`config.mk`:
```
export PLATFORM = sky130hd
export DESIGN_NAME = alu_operand_stage
export DESIGN_NICKNAME = d
export VERILOG_FILES = /design/src/rtl/alu_pkg.sv /design/src/rtl/op_regfile.sv /design/src/rtl/alu_operand_stage.sv
export SDC_FILE = /design/constraint.sdc
export NUM_CORES = 1
export LEC_CHECK = 0
export ABC_AREA = 1
export ABC_CLOCK_PERIOD_IN_PS = 18000
export BUFFER_PORTS_ARGS = -buffer_cell sky130_fd_sc_hd__buf_4
export CAP_MARGIN = 5
export CELL_PAD_IN_SITES_DETAIL_PLACEMENT = 0
export CELL_PAD_IN_SITES_GLOBAL_PLACEMENT = 1
export CORE_MARGIN = 1
export CORE_UTILIZATION = 38
export CTS_CLUSTER_SIZE = 10
export DETAILED_ROUTE_END_ITERATION = 7
export PLACE_DENSITY = 0.8
export SKIP_LAST_GASP = 1
export SYNTH_ARGS = -nofsm -noshare
export SYNTH_HDL_FRONTEND = slang
export SYNTH_SLANG_ARGS = --single-unit
```
`constraint.sdc`:
```
create_clock -name clock -period 18 [get_ports clock]
set_input_delay 0.9 -clock clock [delete_from_list [all_inputs] [get_ports clock]]
set_output_delay 0.9 -clock clock [all_outputs]
set_load 0.01 [all_outputs]
```
`src/rtl/alu_pkg.sv`:
```
// Shared ALU definitions: datapath width, 4-bit op encodings and op helpers.
package alu_pkg;

    localparam int DATA_W = 32;

    typedef enum logic [3:0] {
        ALU_ADD = 4'd0,
        ALU_SUB = 4'd1,
        ALU_CMP = 4'd2,
        ALU_MOV = 4'd3,
        ALU_MUL = 4'd4,
        ALU_DIV = 4'd5,
        ALU_MOD = 4'd6,
        ALU_ORR = 4'd7,
        ALU_AND = 4'd8,
        ALU_SLT = 4'd9,
        ALU_SLE = 4'd10,
        ALU_SGT = 4'd11,
        ALU_SGE = 4'd12,
        ALU_SEQ = 4'd13,
        ALU_SNE = 4'd14,
        ALU_LSL = 4'd15
    } alu_op_t;

    // CMP only updates flags, so it never claims its destination register.
    function automatic logic op_writes_rd(input alu_op_t op);
        return op != ALU_CMP;
    endfunction

endpackage

```
`src/rtl/op_regfile.sv`:
```
// Register file, 2 async read ports / 1 write port; OPSTAGE_BYPASS_EN forwards the write data to matching reads.
// Reads are combinational; write lands on the rising edge; no backpressure.
module op_regfile #(
    parameter int  DATA_W = alu_pkg::DATA_W,
    parameter int  NREGS  = 16,
    localparam int IDX_W  = $clog2(NREGS)
) (
    input  logic              clock_i,
    input  logic              reset_i,
    input  logic [IDX_W-1:0]  rd_a_idx_i,
    output logic [DATA_W-1:0] rd_a_dat_o,
    input  logic [IDX_W-1:0]  rd_b_idx_i,
    output logic [DATA_W-1:0] rd_b_dat_o,
    input  logic              wr_en_i,
    input  logic [IDX_W-1:0]  wr_idx_i,
    input  logic [DATA_W-1:0] wr_dat_i
);

    logic [DATA_W-1:0] regs_q [NREGS];

    always_ff @(posedge clock_i or posedge reset_i) begin
        if (reset_i) begin
            for (int i = 0; i < NREGS; i++) begin
                regs_q[i] <= '0;
            end
        end else if (wr_en_i) begin
            regs_q[wr_idx_i] <= wr_dat_i;
        end
    end

`ifdef OPSTAGE_BYPASS_EN
    logic hit_a, hit_b;

    assign hit_a      = wr_en_i && (wr_idx_i == rd_a_idx_i);
    assign hit_b      = wr_en_i && (wr_idx_i == rd_b_idx_i);
    assign rd_a_dat_o = hit_a ? wr_dat_i : regs_q[rd_a_idx_i];
    assign rd_b_dat_o = hit_b ? wr_dat_i : regs_q[rd_b_idx_i];
`else
    assign rd_a_dat_o = regs_q[rd_a_idx_i];
    assign rd_b_dat_o = regs_q[rd_b_idx_i];
`endif

endmodule

```
`src/rtl/alu_operand_stage.sv`:
```
// Operand stage: regfile read, busy-bit scoreboard and ALU output register; OPSTAGE_BYPASS_EN enables writeback forwarding.
// 1-cycle latency from acceptance; dec_ready drops on a source hazard or while a held output is not consumed.
module alu_operand_stage #(
    parameter int  DATA_W = alu_pkg::DATA_W,
    parameter int  NREGS  = 16,
    localparam int IDX_W  = $clog2(NREGS)
) (
    input  logic                     clock,
    input  logic                     reset,
    input  logic                     dec_valid,
    output logic                     dec_ready,
    input  logic [3:0]               dec_op,
    input  logic [IDX_W-1:0]         dec_rd,
    input  logic [IDX_W-1:0]         dec_rn,
    input  logic [IDX_W-1:0]         dec_rm,
    input  logic                     dec_imm_sel,
    input  logic [DATA_W-1:0]        dec_imm,
    input  logic                     wb_en,
    input  logic [IDX_W-1:0]         wb_rd,
    input  logic [DATA_W-1:0]        wb_data,
    output logic                     alu_valid,
    input  logic                     alu_ready,
    output logic signed [DATA_W-1:0] alu_in1,
    output logic signed [DATA_W-1:0] alu_in2,
    output logic [3:0]               alu_ctrl,
    output logic [IDX_W-1:0]         alu_rd,
    output logic                     alu_wr
);

    import alu_pkg::*;

    logic [NREGS-1:0]  busy_q, busy_d;
    logic [DATA_W-1:0] rn_dat, rm_dat;
    logic              wb_hit_rn, wb_hit_rm;
    logic              rn_haz, rm_haz, hazard;
    logic              out_free, accept, dec_wr;

    logic              alu_valid_q, alu_valid_d;
    logic [DATA_W-1:0] alu_in1_q, alu_in1_d;
    logic [DATA_W-1:0] alu_in2_q, alu_in2_d;
    logic [3:0]        alu_ctrl_q, alu_ctrl_d;
    logic [IDX_W-1:0]  alu_rd_q, alu_rd_d;
    logic              alu_wr_q, alu_wr_d;

    op_regfile #(
        .DATA_W (DATA_W),
        .NREGS  (NREGS)
    ) u_regfile (
        .clock_i    (clock),
        .reset_i    (reset),
        .rd_a_idx_i (dec_rn),
        .rd_a_dat_o (rn_dat),
        .rd_b_idx_i (dec_rm),
        .rd_b_dat_o (rm_dat),
        .wr_en_i    (wb_en),
        .wr_idx_i   (wb_rd),
        .wr_dat_i   (wb_data)
    );

    assign wb_hit_rn = wb_en && (wb_rd == dec_rn);
    assign wb_hit_rm = wb_en && (wb_rd == dec_rm);

`ifdef OPSTAGE_BYPASS_EN
    // The writeback value is forwarded, so a pending result arriving now resolves the hazard.
    assign rn_haz = busy_q[dec_rn] && !wb_hit_rn;
    assign rm_haz = busy_q[dec_rm] && !wb_hit_rm;
`else
    // Without forwarding the regfile still holds the old value this cycle; wait for the write to land.
    assign rn_haz = busy_q[dec_rn] || wb_hit_rn;
    assign rm_haz = busy_q[dec_rm] || wb_hit_rm;
`endif

    assign hazard    = rn_haz || (rm_haz && !dec_imm_sel);
    assign out_free  = !alu_valid_q || alu_ready;
    assign dec_ready = out_free && !hazard;
    assign accept    = dec_valid && dec_ready;
    assign dec_wr    = op_writes_rd(alu_op_t'(dec_op));

    // Clear first so a same-cycle claim of the same register wins.
    always_comb begin
        busy_d = busy_q;
        if (wb_en) begin
            busy_d[wb_rd] = 1'b0;
        end
        if (accept && dec_wr) begin
            busy_d[dec_rd] = 1'b1;
        end
    end

    always_comb begin
        alu_valid_d = alu_valid_q;
        alu_in1_d   = alu_in1_q;
        alu_in2_d   = alu_in2_q;
        alu_ctrl_d  = alu_ctrl_q;
        alu_rd_d    = alu_rd_q;
        alu_wr_d    = alu_wr_q;
        if (accept) begin
            alu_valid_d = 1'b1;
            alu_in1_d   = rn_dat;
            alu_in2_d   = dec_imm_sel ? dec_imm : rm_dat;
            alu_ctrl_d  = dec_op;
            alu_rd_d    = dec_rd;
            alu_wr_d    = dec_wr;
        end else if (alu_ready) begin
            alu_valid_d = 1'b0;
        end
    end

    always_ff @(posedge clock or posedge reset) begin
        if (reset) begin
            busy_q      <= '0;
            alu_valid_q <= 1'b0;
            alu_in1_q   <= '0;
            alu_in2_q   <= '0;
            alu_ctrl_q  <= '0;
            alu_rd_q    <= '0;
            alu_wr_q    <= 1'b0;
        end else begin
            busy_q      <= busy_d;
            alu_valid_q <= alu_valid_d;
            alu_in1_q   <= alu_in1_d;
            alu_in2_q   <= alu_in2_d;
            alu_ctrl_q  <= alu_ctrl_d;
            alu_rd_q    <= alu_rd_d;
            alu_wr_q    <= alu_wr_d;
        end
    end

    assign alu_valid = alu_valid_q;
    assign alu_in1   = $signed(alu_in1_q);
    assign alu_in2   = $signed(alu_in2_q);
    assign alu_ctrl  = alu_ctrl_q;
    assign alu_rd    = alu_rd_q;
    assign alu_wr    = alu_wr_q;

endmodule

```
### Word level (Yosys, flattened, before mapping)

Cells that the tools add are included.

| storage, ports and cells | value |
|---|---|
| memories kept | 0 |
| bits in registers | 602 |
| ROM bits | 0 |
| bits in latches | 0 |
| bits in writable memories | 0 |
| logic and storage cells | 81 |
| input port bits | 90 |

| operators by class | value |
|---|---|
| add/subtract/negate cells | 0 |
| $lt $le $gt $ge | 10 |
| shift-type cells | 0 |
| reductions and logical operators | 17 |
| div/mod/pow operators | 0 |
| multiplexer cells | 22 |
| multiply operators | 0 |
| equality and inequality tests | 3 |
| bitwise gates (word level) | 6 |

Operator list:

| cell | count |
|---|---|
| bitwise mux 512 bit | 1 |
| binary-select mux 32 bit (select 4 bit) | 2 |
| 2-to-1 mux 32 bit | 6 |
| demux 32 bit (select 4 bit) | 1 |
| 2-to-1 mux 16 bit | 2 |
| less-than comparator 4 x 5 -> 1 bit (second input constant) | 4 |
| AND 16 bit | 1 |
| NOT 16 bit | 1 |
| bitwise OR 16 bit | 1 |
| >= comparator 5 bit (second input constant) | 3 |
| NOT 4 -> 5 bit | 3 |
| logical AND 1 bit | 9 |
| binary-select mux 1 bit (select 4 bit) | 2 |
| demux 1 bit (select 4 bit) | 2 |
| == test 4 bit | 2 |
| >= comparator 4 x 1 -> 1 bit (second input constant) | 2 |
| 2-to-1 mux 1 bit | 6 |
| less-than comparator 5 x 1 -> 1 bit (second input constant) | 1 |
| logical OR 1 bit | 4 |
| inequality test 4 x 2 -> 1 bit (second input constant) | 1 |
| zero test 1 bit | 3 |
| nonzero test 2 bit | 1 |

### Logic depth before layout (Yosys ltp)

| logic depth | value |
|---|---|
| word-level depth | 10 |
| mapped depth | 14 |
| gate-level depth less buffers | 11 |

### By module

Synthesis repeated with hierarchy kept, for this count alone.

| second synthesis, totals | value |
|---|---|
| cell total of the unflattened synthesis | 4,970 |
| area total of the unflattened synthesis | 33,976.3 um2 |

Modules (own cells, without submodules):

| module | area an instance (um2) | cells an instance | times used |
|---|---|---|---|
| op_regfile | 29,553.3 | 4,443 | 1 |
| alu_operand_stage | 4,423.0 | 527 | 1 |

### Worst setup path before layout

No wires, ideal clock.

| path | value |
|---|---|
| path type | input port to output port |
| start point | in dec_rn[3] |
| end point | out dec_ready |
| data arrival time | 1,940 ps |
| stages | 11 |
| data required time | 17,100 ps |
| setup slack | 15,160 ps |
| cell sequence | buf_2 -> inv_2 -> nand2_1 -> nand2_1 -> nand3_1 -> nor2_1 -> nor2_1 -> nand2_1 -> nor2_4 -> and2_1 -> clkbuf_1 |

| between the ends | value |
|---|---|
| longest elaborated chain between the ends | 6 |
| elaborated cells on any way between the ends | 8 |

Ends and longest elaborated chain:

| item | line | source |
|---|---|---|
| from (decl) | alu_operand_stage.sv:14 | `input logic [IDX_W-1:0] dec_rn,` |
| binary-select mux 1 bit (select 4 bit) or == test 4 bit (tied branches) | alu_operand_stage.sv:69, alu_operand_stage.sv:60 |  |
| 2-to-1 mux 1 bit (implied by the code) or logical AND 1 bit (tied branches) | alu_operand_stage.sv:69, alu_operand_stage.sv:60 |  |
| logical OR 1 bit * | alu_operand_stage.sv:69 | `assign rn_haz = busy_q[dec_rn] \|\| wb_hit_rn;` |
| logical OR 1 bit * | alu_operand_stage.sv:73 | `assign hazard = rn_haz \|\| (rm_haz && !dec_imm_sel);` |
| zero test 1 bit * | alu_operand_stage.sv:75 | `assign dec_ready = out_free && !hazard;` |
| logical AND 1 bit * | alu_operand_stage.sv:75 |  |
| to (decl) | alu_operand_stage.sv:11 | `output logic dec_ready,` |

Mark *: on every way between the ends. The rest lies on a longest branch, timed or not. The select of a mux whose other input is x is not followed.

### Final worst setup path

| path | value |
|---|---|
| start point | in dec_rm[2] |
| end point | out dec_ready |

| between the ends | value |
|---|---|
| longest elaborated chain between the ends | 7 |
| elaborated cells on any way between the ends | 9 |

Ends and longest elaborated chain:

| item | line | source |
|---|---|---|
| from (decl) | alu_operand_stage.sv:15 | `input logic [IDX_W-1:0] dec_rm,` |
| binary-select mux 1 bit (select 4 bit) or == test 4 bit (tied branches) | alu_operand_stage.sv:70, alu_operand_stage.sv:61 |  |
| 2-to-1 mux 1 bit (implied by the code) or logical AND 1 bit (tied branches) | alu_operand_stage.sv:70, alu_operand_stage.sv:61 |  |
| logical OR 1 bit * | alu_operand_stage.sv:70 | `assign rm_haz = busy_q[dec_rm] \|\| wb_hit_rm;` |
| logical AND 1 bit * | alu_operand_stage.sv:73 |  |
| logical OR 1 bit * | alu_operand_stage.sv:73 |  |
| zero test 1 bit * | alu_operand_stage.sv:75 |  |
| logical AND 1 bit * | alu_operand_stage.sv:75 |  |

Marked as above.

==> impl_metrics.py <==
metrics = {
    "cts": {
        "clk_latency_ns": 0.62,
        "cts-buffers-inserted": 74,
        "ctsHoldBuffers": 0,
        "cts_tree": "built",
        "cts.sinks": 602,
        "htree_levels": 3,
        "clk_path_buf_depth": 3,
        "cts_resized": 0,
        "path_clk_slew_ns": 0.06,
        "post_cts_buffers": 0,
        "cts_root_buf": "clkbuf_16",
    },
    "detailed_routing": {
        "drt-wirelength-per-cell_um": 21.4,
        "dr_total_vias": 29600,
        "wl_mm": 113,
        "ant_nets": 0,
        "firstDrtPassIters": 6,
        "vias_per_cell": 5.60,
        "drc_errors": 0,
        "drt_iter0_markers": 3310,
    },
    "cells_and_area": {
        "fillers": 8606,
        "finalNetCount": 4261,
        "layout-area-overhead-vs-synth_pct": 11.0,
        "drive_above_1_share_pct": 7.92,
        "stdcell_count": 5289,
    },
    "critical_path": {
        "cp.arrival_ns": 3.51,
        "rr_worst_depth": 10,
        "cp-start-kind": "primary input",
        "required_ns": 17.10,
        "r2r-end": "alu_in1[14]$_DFFE_PP0P_",
        "crit_type": "primary input to primary output",
        "end_kind": "primary output",
        "ff2ff_setup_slack_ns": 15.37,
        "path_max_fanout": 38,
        "crit-reg2reg-launch": "busy_q[9]$_DFF_PP0_",
        "cp-startpoint": "dec_rm[2]",
    },
    "timing": {
        "skew_ns": 0.0210,
        "finalMaxSlewViolations": 0,
        "slew_headroom_pct": 31.2,
        "max_slew.worst_pin.slew_ns": 1.03,
        "fin_setup_tns_ns": 0,
        "fin_crit_sh_pct": 24.5,
        "max_freq_mhz": 227,
        "whs_ns": 0.390,
        "hold_violations": 0,
        "period_minus_slack_ns": 4.41,
        "setup_viol": 0,
        "grt_setup_unrepaired": "false",
    },
    "yosys": {
        "synthTopCellsByArea": "dfrtp_1 (47%), o21ai_0 (12%), nand2_1 (11%), nand3_1 (4.6%), a21oi_1 (4.5%)",
        "ys_types": 36,
        "synth_most_common_cell": "nand2_1",
        "synth_seq_cells": 602,
        "synth_largest_area_cell": "dfrtp_1",
        "ys.flop_type": "dfrtp_1",
        "syn_inst": 4243,
        "synth_top_area_share_pct": 47.0,
        "ys.warnings.count": 0,
        "async_reset_ff_share_pct": 100,
        "yosys-top-cells-count": "nand2_1 (914), o21ai_0 (773), dfrtp_1 (602)",
        "synth_area_um2": 32000,
        "synth_edf_count": 0,
        "syn_nets": 4333,
        "seq_area_frac_synth_pct": 47.0,
        "syn_area_per_cell_um2": 7.55,
    },
    "power": {
        "p_leak_nw": 16.0,
        "p_per_area_nw_per_um2": 118,
        "vdd_drop_max_mv": 0.0732,
    },
    "floorplanning": {
        "rows": 106,
        "die_w_um": 292,
        "start_util_pct": 38.3,
        "core_um2": 83600,
        "dieHeight_um": 292,
        "fp.dieArea_um2": 85400,
        "io_pins": 165,
    },
    "placement": {
        "gp_congestion": 0.830,
        "dpl.hpwl_mm": 63.0,
        "dp.cells": 5175,
        "numPortBuffers": 164,
    },
    "global_routing": {
        "grtUsageTotal_pct": 26.3,
        "grt_pass1_wl_mm": 173,
        "grt-ovfl-total": 0,
        "antenna_found_initial": 8,
        "grt_pass1_vias": 27700,
        "grt_max_degree": 207,
    },
    "run": {
        "cap_violations": 0,
    },
    "outcome": {
        "outcome": "finished clean",
    },
    "worst_hold_path": {
        "hold_path_class": "primary input to asynchronous set/reset pin",
    },
}
-- report_power, final --
| group | total [mW] | internal, mW | switching, mW |
|---|---|---|---|
| logic | 0.931 | 0.357 | 0.573 |
| clock network | 1.41 | 0.825 | 0.585 |
| registers | 1.87 | 1.68 | 0.191 |
-- cell usage in the layout, fill, tap and decap left out, drive strengths merged --
cell type | synthesis | routed
inv | 296 | 297
bufinv | 0 | 1
nand3 | 297 | 297
diode | 0 | 7
buf | 175 | 212
a31oi | 1 | 1
clkinv | 3 | 7
o21bai | 16 | 16
clkbuf | 185 | 101
o21ai | 943 | 943
and2 | 1 | 1
o221ai | 16 | 16
nor3 | 2 | 2
a21oi | 290 | 290
o31ai | 11 | 11
nand4 | 3 | 3
o22ai | 1 | 1
nand2 | 915 | 915
mux2i | 20 | 20
dfrtp | 602 | 602
nor2 | 303 | 303
o211ai | 159 | 159
a211oi | 4 | 4
-- sequential cells by signal, summed over array words and instances, names as in the netlist --
| register | cells |
|---|---|
| u_regfile.regs_q | 512 |
| alu_in1 | 32 |
| alu_in2 | 32 |
| busy_q | 16 |
| alu_ctrl | 4 |
| alu_rd | 4 |
| alu_valid | 1 |
| alu_wr | 1 |
-- worst max-delay path, cell delays in order --
cell and delay (ns):
buf_4 0.31, clkinv_2 0.70, buf_4 0.61, nor2_1 0.17, nor3_1 0.07, nand3_1 0.09, nand3_1 0.10, nand2_2 0.12
and2_1 0.24, buf_4 0.16
-- worst max path at each step --
stage,to,slack (ns),cells after the start
6_report,dec_ready,13.59,10
5_1_grt,dec_ready,13.51,10
4_1_cts,dec_ready,13.66,10
3_5_place_dp,alu_in1[14]$_DFFE_PP0P_,13.42,10
3_3_place_gp,alu_in1[14]$_DFFE_PP0P_,13.46,12
2_1_floorplan,alu_ctrl[0]$_DFFE_PP0P_,0.25,1
-- final cells by class --
class                           instances  area, um^2  area share [%]
Tap cell                             1080        1350            3.80
Clock buffer                          101        2120            5.96
Multi-Input combinational cell       2982       14100            39.8
Antenna cell                            7        17.5          0.0493
Clock inverter                          6        62.6           0.176
Sequential cell                       602       15100            42.4
Timing Repair Buffer                  212        1630            4.59
Inverter                              299        1150            3.23
-- cell families (layout without fill, tap and decap cells) --
group                  Yosys count  in the layout  synth area share (%)
buffers and inverters          659            618                  9.00
muxes                           20             20                 0.625
DFF                            602            602                  47.0
AOI/OAI and AO/OA             1441           1441                  24.2
other                            0              7                     0
and+or+nand+nor               1521           1521                  19.1
-- through the flow --
stage | worst slack (ns) | utilization (%) | cell area [um^2] | total power, mW
global placement | 13.46 | 39.9 | 33300 | 2.79
finish | 13.59 | 42.5 | 35500 | 4.21
floorplan | 0.248 | - | 32000 | 2.48
CTS | 13.66 | 42.5 | 35500 | 4.23
detailed placement | 13.42 | 39.9 | 33300 | 2.82
global route | 13.51 | 42.5 | 35500 | 4.45
-- layer usage --
layer,vias to the layer above,GRT usage [%],part of all wire [%]
met1,14200,35.5,43
li1,14000,-,-
met5,-,0,0.015
met3,199,4.22,7.2
met4,2,11.0,4.1
met2,1186,41.9,45
Note: power is estimated with default switching activity, not from simulation.
